### config.mk
export PLATFORM = sky130hd
export DESIGN_NAME = sw_led_toggle
export DESIGN_NICKNAME = d
export VERILOG_FILES = /design/src/rtl/sw_led_toggle.sv
export SDC_FILE = /design/constraint.sdc
export NUM_CORES = 1
export LEC_CHECK = 0
export ABC_AREA = 1
export CAP_MARGIN = 20
export CELL_PAD_IN_SITES_DETAIL_PLACEMENT = 1
export CELL_PAD_IN_SITES_GLOBAL_PLACEMENT = 1
export CORE_AREA = 2 2 130 132
export DETAILED_ROUTE_END_ITERATION = 8
export DIE_AREA = 0 0 132 134
export HOLD_SLACK_MARGIN = 0.02
export PLACE_DENSITY_LB_ADDON = 0.1
export REMOVE_ABC_BUFFERS = 1
export SLEW_MARGIN = 40
export SYNTH_ARGS = -nofsm -noshare
export SYNTH_HDL_FRONTEND = slang
export SYNTH_SLANG_ARGS = --single-unit
export TNS_END_PERCENT = 20
### constraint.sdc
create_clock -name CLK -period 9.7 [get_ports CLK]
set_clock_uncertainty 0.2 [all_clocks]
set_input_delay 1.94 -clock CLK [delete_from_list [all_inputs] [get_ports CLK]]
set_output_delay 1.94 -clock CLK [all_outputs]
set_load 0.01 [all_outputs]
### src/rtl/sw_led_toggle.sv
// Four-channel push-button front end.
// Each button is synchronised and debounced. A debounced release toggles
// that channel's LED and emits a one-cycle event carrying the channel
// index. When several channels release together, the lowest index wins
// the event.
module sw_led_toggle #(
    parameter int unsigned DEBOUNCE_CYCLES = 250000
) (
    input  logic       CLK,
    input  logic       RST,
    input  logic       SW1,
    input  logic       SW2,
    input  logic       SW3,
    input  logic       SW4,
    output logic       LED1,
    output logic       LED2,
    output logic       LED3,
    output logic       LED4,
    output logic       EVT_VALID,
    output logic [1:0] EVT_ID
);

    // A single-cycle debounce still needs a 1-bit counter to exist.
    localparam int unsigned CNT_W =
        (DEBOUNCE_CYCLES > 1) ? $clog2(DEBOUNCE_CYCLES) : 1;
    localparam logic [CNT_W-1:0] CNT_MAX = CNT_W'(DEBOUNCE_CYCLES - 1);

    logic [3:0]       sw_raw;
    logic [3:0]       sync1;
    logic [3:0]       sync2;
    logic [3:0]       stable;
    logic [3:0]       stable_next;
    logic [3:0]       release_now;
    logic [3:0]       led;
    logic [CNT_W-1:0] cnt      [4];
    logic [CNT_W-1:0] cnt_next [4];
    logic             evt_valid;
    logic [1:0]       evt_id;
    logic [1:0]       evt_id_next;

    assign sw_raw = {SW4, SW3, SW2, SW1};

    // Per-channel debounce: count consecutive disagreeing cycles, and adopt
    // the new level once the count reaches its limit.
    always_comb begin
        stable_next = stable;
        for (int i = 0; i < 4; i++) begin
            cnt_next[i] = cnt[i];
            if (sync2[i] == stable[i]) begin
                cnt_next[i] = '0;
            end else if (cnt[i] == CNT_MAX) begin
                stable_next[i] = sync2[i];
                cnt_next[i]    = '0;
            end else begin
                cnt_next[i] = cnt[i] + CNT_W'(1);
            end
        end
    end

    // Release detection, and a lowest-index-first choice of the event ID.
    always_comb begin
        release_now = stable & ~stable_next;
        evt_id_next = 2'd0;
        for (int i = 3; i >= 0; i--) begin
            if (release_now[i]) begin
                evt_id_next = 2'(i);
            end
        end
    end

    // State registers. LEDs and the event outputs are registered, so there
    // is no combinational path from the switches to the outputs.
    always_ff @(posedge CLK or posedge RST) begin
        if (RST) begin
            sync1     <= '0;
            sync2     <= '0;
            stable    <= '0;
            led       <= '0;
            evt_valid <= 1'b0;
            evt_id    <= 2'd0;
            for (int i = 0; i < 4; i++) begin
                cnt[i] <= '0;
            end
        end else begin
            sync1     <= sw_raw;
            sync2     <= sync1;
            stable    <= stable_next;
            led       <= led ^ release_now;
            evt_valid <= |release_now;
            evt_id    <= evt_id_next;
            for (int i = 0; i < 4; i++) begin
                cnt[i] <= cnt_next[i];
            end
        end
    end

    assign LED1      = led[0];
    assign LED2      = led[1];
    assign LED3      = led[2];
    assign LED4      = led[3];
    assign EVT_VALID = evt_valid;
    assign EVT_ID    = evt_id;

endmodule

## After elaboration in Yosys (flattened, before gate mapping)

Index checks and enable logic that the tools add are counted.
W data, S select, Z words.

- Add/subtract/negate cells: 4
- Equality and inequality tests: 8
- Multiplexer cells: 20
- Bitwise operators: 3
- Reductions and logical operators: 1

Operator list:

| operator | number |
|---|---|
| $mux W18 | 8 |
| $add A18 B1 Y18 const B | 4 |
| $eq A18 B18 Y1 const B | 4 |
| $mux W1 | 8 |
| $mux W2 | 4 |
| $and A4 B4 Y4 | 1 |
| $eq A1 B1 Y1 | 4 |
| $not A4 Y4 | 1 |
| $reduce_or A4 Y1 | 1 |
| $xor A4 B4 Y4 | 1 |

- Register bits after elaboration: 91
- Input port bits: 6
- Logic and storage cells: 46

## Longest topological paths before layout

- Depth after elaboration: 9
- Gate-level depth with buffers: 10
- Mapped depth without buffers: 10

## Worst setup path before layout

Ideal clock, no wire load.

- Path kind: register to output
- Start point: reg led[0]
- End point: out LED1
- Arrival time: 0.393 ns
- Slack: 7.167 ns
- Cell stages (with the launch flop): 1
- Path through: dfrtp_1

RTL lines:

| what | RTL line | source |
|---|---|---|
| from (decl) | 34 | `logic [3:0] led;` |
| from (signal assigned) | 88 | `led <= led ^ release_now;` |
| to (decl) | 15 | `output logic LED1,` |

No word-level cell between the ends.

## Worst setup path after layout

- Start point: reg led[3]
- End point: out LED4

RTL lines:

| what | RTL line | source |
|---|---|---|
| to (decl) | 18 | `output logic LED4,` |

No word-level cell between the ends.

==> flow_metrics.tcl <==
set metrics [dict create \
    status "complete, no violations" \
    layout_common_cells "108 x nand2_1, 108 x nor2_1, 91 x dfrtp_1" \
    final_cells 821 \
    p_leak_nw 2.23 \
    track_usage_pct 14.0 \
    period_minus_slack_ps 3400 \
    initial_core_util_pct 28.4 \
    clk_pin_slew_ps 60 \
    cp_cell_sequence "clkdlybuf4s50_1" \
    post_cts_resize_count 0 \
    synth_top_area_share_pct 49.2 \
    drv_slew 0 \
    grt_max_degree 66 \
    critPathRequiredTime_ps 7560 \
    yosys.area_share.simple_pct 33.0 \
    synth_xor_area_share_pct 6.62 \
    gp_congestion 0.746 \
    fill_cells 1969 \
    overflow 0 \
    synthMuxAreaShare_pct 0 \
    antenna_found_initial 0 \
    syn_area_um2 4630 \
    wl_per_cell_um 13.6 \
    yosys.area.top_type "dfrtp_1" \
    peakVddDrop_mv 0.0837 \
    final_cell_area_um2 5320 \
    drive_gt1_share_pct 6.82 \
    die_h_um 134 \
    grt_pass1_vias 3908 \
    syn2layout_area_growth_pct 14.9 \
    startpoint_type "flop" \
    total_power_w 0.000774 \
    max-clock-path-buffers 2 \
    place_area_um2 5020 \
    synthCells 574 \
    synthDistinctLibCells 32 \
    cts-htree-levels 3 \
    core_area_um2 16300 \
    hold_viol 0 \
    cts-root-buf "clkbuf_16" \
    finalWirelength_um 11100 \
    finalSetupTns_ps 0 \
    dp_cells 805 \
    cp_data_arrival_time_ps 1260 \
    path_class "flop to output port" \
    cp_slowest_cell "clkdlybuf4s50_1" \
    rsz0062_at_grt "no" \
    synth_top_family_by_area "simple AND/OR/NAND/NOR gates" \
    ys_ff_latch 91 \
    yosysSeqAreaShare_pct 49.2 \
    critPathMaxStageDelay_ps 550 \
    drt_iter0_drc 155 \
    cts_tree "built" \
    drv_cap 0 \
    worstHoldPathType "flop to flop" \
    synth_adder_area_share_pct 1.08 \
    endpoint_kind "output port" \
    diodes 0 \
    synth-compound-area-share_pct 3.49 \
    antenna_left 0 \
    min_period_over_period_pct 35.1 \
    worst-path-buf-inv 1 \
    grt_pass1_wl_um 19700 \
    layout.nets 606 \
    die_w_um 132 \
    postCtsHoldBufs 0 \
    place_hpwl_um 8220 \
    via_count 3699 \
    max_freq_mhz 294 \
    drc 0 \
    critical_path.max_fanout 2 \
    io_pins 13 \
    cts_made_buffers 9 \
    synth.area.top_cells "dfrtp_1 49%, nand2_1 8.8%, nor2_1 8.8%, inv_1 6.0%, xor2_1 4.7%" \
    routed_via_density 4.51 \
    ys_warn_count 0 \
    portBuffers 12 \
    max_slew_margin_pct 49.7 \
    clock-sinks 91 \
    first_pass_iters 4 \
    rows 47 \
    setup_viol_count_final 0 \
    power_density_nw_per_um2 146 \
    dieArea_um2 17700 \
    syn_area_per_cell_um2 8.07 \
    clock_latency_ps 350 \
    worst_slew_pin_slew_ps 752 \
    cp_top_family "buffers and inverters" \
    post-cts-setup-buffers 0 \
]
-- sequential cells by signal (all words and copies together) (netlist names) --
register,flops
EVT_ID,2
EVT_VALID,1
cnt,72
led,4
stable,4
sync1,4
sync2,4
-- kinds of logic after synthesis --
family                   Yosys count
AND/OR/NAND/NOR                  334
XOR/XNOR                          35
flip-flops                        91
AO/OA/AOI/OAI                     30
adder cells (fa/ha/maj)            4
buffers and inverters             80
-- metal layers --
layer | GRT usage (%) | wire length [µm] | vias to the layer above
li1 | - | - | 1871
met1 | 19.4 | 5690 | 1783
met2 | 21.5 | 5030 | 36
met3 | 3.97 | 305 | 9
met4 | 3.44 | 109 | 0
met5 | 0 | 0 | -
-- cell usage after synthesis, drive strengths merged --
library cell and instances:
xor2 25, dfrtp 91, o21ai 11, o21a 1, nand2 109, inv 78
nor4 2, a31oi 1, a21oi 17, nor3 43, nand4 18, nand3b 2
and2 1, nand3 35, nor3b 6, nor2b 1, or2 1, ha 4
buf 2, and3 1, nor2 115, xnor2 10
-- final timing paths --
check                      cells after the start  slack (ps)     start        to
max                                            1        6300    led[3]      LED4
min                                            0         150  sync1[3]  sync2[3]
max reg2reg                                    8        7670   cnt[18]   cnt[32]
min reg2reg                                    0         150  sync1[3]  sync2[3]
max in group asynchronous                      3        6670       RST   cnt[57]
min in group asynchronous                      2        1730       RST   cnt[27]
-- where the power goes --
| group | switching (W) | internal (W) |
|---|---|---|
| Clock | 0.000153 | 0.000206 |
| Sequential | 0.00000467 | 0.000385 |
| Combinational | 0.0000186 | 0.00000756 |
| Total | 0.000176 | 0.000598 |
-- stage by stage --
stage	hold slack (ps)	setup WS, ps	utilization, %
global placement	138	5920	30.8
floorplan	131	5200	-
CTS	151	6280	32.7
finish	149	6300	32.7
detailed placement	137	6190	30.8
global route	159	6240	32.7
-- layout make-up --
cell class,count,area (µm²),area share [%]
Sequential cell,91,2280,42.8
Multi-Input combinational cell,403,2050,38.5
Inverter,78,295,5.55
Tap cell,220,275,5.17
Clock buffer,11,243,4.56
Timing Repair Buffer,13,131,2.47
Clock inverter,5,52.6,0.988
(Power assumes the default switching activity.)
